$ cat src/rtl/axis_wdata.sv
// AXI write-data channel stage: forwards the packed stream as AXI W beats, cut into
// 256-beat bursts plus a short tail. Define AXIS_WDATA_SKID_EN for a registered 2-entry skid buffer.
module axis_wdata #(
  parameter int unsigned CFG_DWIDTH     = 32,
  parameter int unsigned WIDTH_RATIO    = 8,
  parameter int unsigned CONVERT_SHIFT  = 3,
  parameter int unsigned AXI_LEN_WIDTH  = 8,
  parameter int unsigned AXI_DATA_WIDTH = 256
) (
  input  logic                          clk,
  input  logic                          rst,
  input  logic [CFG_DWIDTH-1:0]         cfg_length,
  input  logic                          cfg_valid,
  output logic                          cfg_ready,
  input  logic [AXI_DATA_WIDTH-1:0]     data,
  input  logic                          data_valid,
  output logic                          data_ready,
  input  logic                          axi_wready,
  output logic [AXI_DATA_WIDTH-1:0]     axi_wdata,
  output logic [AXI_DATA_WIDTH/8-1:0]   axi_wstrb,
  output logic                          axi_wlast,
  output logic                          axi_wvalid
);

  typedef enum logic [3:0] {
    ST_CONFIG = 4'b0001,
    ST_SETUP  = 4'b0010,
    ST_ACTIVE = 4'b0100,
    ST_DONE   = 4'b1000
  } state_t;

  state_t                    state_q, state_d;
  logic [CFG_DWIDTH-1:0]     len_q, len_d;
  logic [CFG_DWIDTH-1:0]     beats_total_q, beats_total_d;
  logic [CFG_DWIDTH-1:0]     beat_cnt_q, beat_cnt_d;
  logic [AXI_LEN_WIDTH-1:0]  burst_cnt_q, burst_cnt_d;

  logic [CFG_DWIDTH-1:0]     beats_sum;
  logic [CFG_DWIDTH-1:0]     beats_calc;
  logic [CFG_DWIDTH-1:0]     last_idx;
  logic                      last_beat;
  logic                      wlast_calc;

  // Rounding add wraps at CFG_DWIDTH before the shift, matching the address stage.
  assign beats_sum  = len_q + CFG_DWIDTH'(WIDTH_RATIO - 1);
  assign beats_calc = beats_sum >> CONVERT_SHIFT;
  assign last_idx   = beats_total_q - CFG_DWIDTH'(1);
  assign last_beat  = (beat_cnt_q == last_idx);
  assign wlast_calc = (burst_cnt_q == '1) | last_beat;

  assign cfg_ready  = (state_q == ST_CONFIG);
  assign axi_wstrb  = '1;

`ifdef AXIS_WDATA_SKID_EN
  logic                      out_valid_q, out_valid_d;
  logic [AXI_DATA_WIDTH-1:0] out_data_q, out_data_d;
  logic                      out_last_q, out_last_d;
  logic                      skid_valid_q, skid_valid_d;
  logic [AXI_DATA_WIDTH-1:0] skid_data_q, skid_data_d;
  logic                      skid_last_q, skid_last_d;
  logic                      rdy_q, rdy_d;
  logic                      in_done_q, in_done_d;
  logic                      in_accept;
  logic                      pop;

  assign in_accept  = data_valid & rdy_q;
  assign pop        = out_valid_q & axi_wready;

  assign data_ready = rdy_q;
  assign axi_wvalid = out_valid_q;
  assign axi_wdata  = out_data_q;
  assign axi_wlast  = out_last_q;
`endif

  always_comb begin
    state_d       = state_q;
    len_d         = len_q;
    beats_total_d = beats_total_q;
    beat_cnt_d    = beat_cnt_q;
    burst_cnt_d   = burst_cnt_q;
`ifdef AXIS_WDATA_SKID_EN
    in_done_d     = in_done_q;
`else
    data_ready    = 1'b0;
    axi_wvalid    = 1'b0;
    axi_wlast     = 1'b0;
    axi_wdata     = '0;
`endif
    case (state_q)
      ST_CONFIG: begin
        if (cfg_valid) begin
          len_d   = cfg_length;
          state_d = ST_SETUP;
        end
      end
      ST_SETUP: begin
        beats_total_d = beats_calc;
        beat_cnt_d    = '0;
        burst_cnt_d   = '0;
`ifdef AXIS_WDATA_SKID_EN
        in_done_d     = 1'b0;
`endif
        state_d       = (beats_calc == '0) ? ST_DONE : ST_ACTIVE;
      end
      ST_ACTIVE: begin
`ifdef AXIS_WDATA_SKID_EN
        // Counters track words entering the buffer; completion waits for the buffer to drain.
        if (in_accept) begin
          beat_cnt_d  = beat_cnt_q + CFG_DWIDTH'(1);
          burst_cnt_d = burst_cnt_q + AXI_LEN_WIDTH'(1);
          if (last_beat) in_done_d = 1'b1;
        end
        if (pop && !skid_valid_q && in_done_q) state_d = ST_DONE;
`else
        axi_wvalid = data_valid;
        data_ready = axi_wready;
        axi_wdata  = data;
        axi_wlast  = wlast_calc;
        if (data_valid && axi_wready) begin
          beat_cnt_d  = beat_cnt_q + CFG_DWIDTH'(1);
          burst_cnt_d = burst_cnt_q + AXI_LEN_WIDTH'(1);
          if (last_beat) state_d = ST_DONE;
        end
`endif
      end
      ST_DONE: begin
        state_d = ST_CONFIG;
      end
      default: begin
        state_d = ST_CONFIG;
      end
    endcase
  end

`ifdef AXIS_WDATA_SKID_EN
  always_comb begin
    out_valid_d  = out_valid_q;
    out_data_d   = out_data_q;
    out_last_d   = out_last_q;
    skid_valid_d = skid_valid_q;
    skid_data_d  = skid_data_q;
    skid_last_d  = skid_last_q;
    if (pop) begin
      out_valid_d  = skid_valid_q;
      out_data_d   = skid_data_q;
      out_last_d   = skid_last_q;
      skid_valid_d = 1'b0;
    end
    // Incoming word fills the head slot if it is free after the pop, else the skid slot.
    if (in_accept) begin
      if (!out_valid_d) begin
        out_valid_d = 1'b1;
        out_data_d  = data;
        out_last_d  = wlast_calc;
      end else begin
        skid_valid_d = 1'b1;
        skid_data_d  = data;
        skid_last_d  = wlast_calc;
      end
    end
    rdy_d = (state_d == ST_ACTIVE) & ~in_done_d & ~skid_valid_d;
  end
`endif

  always_ff @(posedge clk) begin
    if (rst) begin
      state_q       <= ST_CONFIG;
      len_q         <= '0;
      beats_total_q <= '0;
      beat_cnt_q    <= '0;
      burst_cnt_q   <= '0;
`ifdef AXIS_WDATA_SKID_EN
      out_valid_q   <= 1'b0;
      out_data_q    <= '0;
      out_last_q    <= 1'b0;
      skid_valid_q  <= 1'b0;
      skid_data_q   <= '0;
      skid_last_q   <= 1'b0;
      rdy_q         <= 1'b0;
      in_done_q     <= 1'b0;
`endif
    end else begin
      state_q       <= state_d;
      len_q         <= len_d;
      beats_total_q <= beats_total_d;
      beat_cnt_q    <= beat_cnt_d;
      burst_cnt_q   <= burst_cnt_d;
`ifdef AXIS_WDATA_SKID_EN
      out_valid_q   <= out_valid_d;
      out_data_q    <= out_data_d;
      out_last_q    <= out_last_d;
      skid_valid_q  <= skid_valid_d;
      skid_data_q   <= skid_data_d;
      skid_last_q   <= skid_last_d;
      rdy_q         <= rdy_d;
      in_done_q     <= in_done_d;
`endif
    end
  end

endmodule
$ cat config.mk
export PLATFORM = sky130hd
export DESIGN_NAME = axis_wdata
export DESIGN_NICKNAME = d
export VERILOG_FILES = /design/src/rtl/axis_wdata.sv
export SDC_FILE = /design/constraint.sdc
export NUM_CORES = 1
export LEC_CHECK = 0
export CAP_MARGIN = 25
export CORE_AREA = 2 2 225 227
export CTS_BUF_LIST = sky130_fd_sc_hd__clkbuf_4
export CTS_CLUSTER_DIAMETER = 30
export DETAILED_ROUTE_END_ITERATION = 10
export DIE_AREA = 0 0 227 229
export HOLD_SLACK_MARGIN = 0.06
export PLACE_DENSITY_LB_ADDON = 0.3
export SKIP_LAST_GASP = 1
export SLEW_MARGIN = 20
export SYNTH_ARGS = -nofsm -noshare
export SYNTH_HDL_FRONTEND = slang
export SYNTH_SLANG_ARGS = --single-unit
$ cat constraint.sdc
create_clock -name clk -period 5.1 [get_ports clk]
set_input_delay 1.02 -clock clk [delete_from_list [all_inputs] [get_ports clk]]
set_output_delay 1.02 -clock clk [all_outputs]
set_load 0.02 [all_outputs]
==> flow_summary.yaml <==
synth:
  syn_inst: 1044
  synthArstFlopShare: 0
  synth_area_per_cell_sq_um: 7.372
  ys_ff_latch: 105
  synth_edf_count: 0
  ys_warn_count: 0
  ys_top_cells_by_area: "dfxtp_1, and2_1, xor2_1, xnor2_1, nand2_1"
  netlist_area_sq_mm: 0.007696
  yosysTopAreaCellShare: 0.2731
  ys.flop_type: "dfxtp_1"
  synth_seq_area_share: 0.2731
  synthDistinctLibCells: 62
  yosysTopAreaCell: "dfxtp_1"
power:
  power.share.sequential: 0.439
  p_clk_frac: 0.229
  combPwrFrac: 0.332
  p_sw_frac: 0.3357
  internal-power_mw: 1.362
  p_leak_nw: 4.925
  power.switching_uw: 688.7
  power_density_mw_per_mm2: 147.0
  vdd_drop_max_mv: 0.1020
worst_setup_path:
  r2r.worst_path.cells: 8
  cp-start-kind: "flip-flop"
  end_kind: "output port"
  path_class: "reg -> out"
  crit_path_end: "axi_wlast"
  critPathLaunch: "beats_total_q[5]"
  path_max_fanout: 8
  r2r-start: "state_q[3]"
  cp.arrival_ns: 3.77
  regToRegSetupSlack_ns: 2.07
  critPathRequiredTime_ns: 4.08
  regToRegEndpoint: "beat_cnt_q[26]"
clock_network:
  cts.clk_slew.worst_paths_ns: 0.17
  worst_skew_pair.late_latency_ns: 0.52
  htree_num_levels: 3
  cts.sinks: 105
  cts_tree: "yes"
  postCtsHoldBufs: 0
  cts_buffer_depth: 2
  clockRootBuffer: "clkbuf_4"
  cts_buffers: 9
place:
  dp_slack_ns: 0.5575
  placed_cell_area_sq_mm: 0.01376
  place.gp.congestion: 1.027
  dpl.hpwl_microns: 62650
  port_buffers: 552
outcome:
  status: "complete, no violations"
drt:
  dr.pass1.iters: 5
  vias_per_cell: 4.191
  drcViolationCount: 0
  wl_microns: 70530
  drt_iter0_markers: 551
  wire_per_inst_microns: 31.50
  vias: 9383
  ant_nets: 0
hold_path:
  whs_path_depth: 2
  hold_class: "reg -> reg"
cells_and_area:
  area_growth_pct: 81.35
  layout_common_cells: "clkdlybuf4s50_1, and2_1, nand2_1"
  final_common_cell: "clkdlybuf4s50_1"
  layout-drive-gt1-share: 0.02898
  final_nets: 1844
  stdcell_area_sq_mm: 0.01396
sta:
  min_period_ns: 4.788
  relSlewSlack: 0.3440
  fin_ws_ns: 0.3117
  clock.fmax_mhz: 208.8
  final_max_slew_viol_count: 0
  rsz0062_at_grt: "no"
  finalSetupTns_ns: 0
  finalHoldViolations: 0
  tightestPinTransition_ns: 0.9704
  fin_skew_ns: 0.02769
  fin_crit_sh: 0.9389
  setup_viol: 0
global_routing:
  grt_overflow: 0
  grt_pass1_vias: 9499
  antenna_found_initial: 24
  grt_pass1_wl_microns: 90420
  grt_max_degree: 122
  grt_usage: 0.2673
flow_run:
  drv_cap: 0
die:
  die_area_sq_mm: 0.05198
  pin_count: 585
  row_count: 82
  start_util: 0.1550
  core_sq_mm: 0.04966
  dieWidth_microns: 227
  fp.dieH_microns: 229
[Yosys cell counts (5+ instances only)]
| library cell | count |
|---|---|
| a211oi_1 | 29 |
| a21oi_1 | 48 |
| and2_1 | 265 |
| and3_1 | 10 |
| and4_1 | 7 |
| buf_4 | 32 |
| clkbuf_1 | 61 |
| dfxtp_1 | 105 |
| inv_1 | 8 |
| nand2_1 | 108 |
| nand3_1 | 34 |
| nand4_1 | 13 |
| nor2_1 | 91 |
| nor3_1 | 23 |
| nor4_1 | 15 |
| nor4b_1 | 5 |
| o21ai_0 | 10 |
| or3_1 | 7 |
| xnor2_1 | 47 |
| xor2_1 | 50 |
[power by group through the flow]
stage,clock [mW],combinational [mW],sequential [mW]
final,0.470,0.681,0.900
after global routing,0.512,0.728,0.906
after CTS,0.479,0.679,0.900
after detailed placement,0,0.672,0.917
after global placement,0,0.673,0.915
after floorplan,0,0.345,0.897
[layout make-up]
class / count / area (sq um)
well taps: 672 / 840.8
diodes: 14 / 35.03
clock buffers: 9 / 67.56
inverters: 8 / 30.03
flip-flops and latches: 105 / 2102
multi-input cells: 863 / 5192
fillers: 5473 / 35700
clock inverters: 7 / 77.57
repair buffers: 561 / 5612
[routing by layer]
metal,global-route usage,vias to the layer above,part of all wire
li1,-,4426,-
met1,0.2643,4495,0.34
met2,0.4536,372,0.48
met3,0.1471,84,0.12
met4,0.1258,6,0.054
met5,0,-,0.00051
[critical path, cell delays in order (launching register included)]
cell and delay [ns]:
dfxtp_1 0.41, or3_1 0.52, or3_1 0.57, nor4_2 0.30, xnor2_1 0.10, nor4b_1 0.33, and4_2 0.33, nand3_1 0.11
a21oi_1 0.17, dlygate4sd2_1 0.43
[worst min path at each step]
stage | from | end | slack [ns]
finish | len_q[0] | len_q[0] | 0.47
global route | len_q[0] | len_q[0] | 0.50
CTS | len_q[0] | len_q[0] | 0.47
detailed placement | len_q[0] | len_q[0] | 0.45
global placement | len_q[2] | len_q[2] | 0.45
floorplan | len_q[2] | len_q[2] | 0.44
[cell families (layout without fill, tap and decap cells)]
family          after synthesis  in the layout  synth area share
simple gates                608            608            0.4342
compound gates              118            118            0.1003
buf+inv                     107            585           0.06991
flops                       105            105            0.2731
xor+xnor                     97             97            0.1104
mux                           5              5          0.006666
fa+ha+maj                     3              3          0.004878
other cells                   1             46         0.0004873
[registers in the layout (all words and copies together), names as in the netlist]
name / flops
beats_total_q: 29
beat_cnt_q: 32
state_q: 4
burst_cnt_q: 8
len_q: 32
[through the flow]
step                instances  hold WS, ns  power [mW]    util
finish                   2239       0.4698       2.051  0.2811
global route             2231       0.4994       2.146  0.2807
CTS                      2225       0.4679       2.058  0.2803
detailed placement       2209       0.4475       1.589  0.2772
global placement         2209       0.4463       1.588  0.2772
floorplan                1075       0.4360       1.242       -
[what timing repair did]
action                     CTS  global route
gates resized for setup      3             0
hold endpoints to repair     0             0
setup endpoints to repair    1             0
setup buffers                0             0
Power figures use the tool's default switching activity.
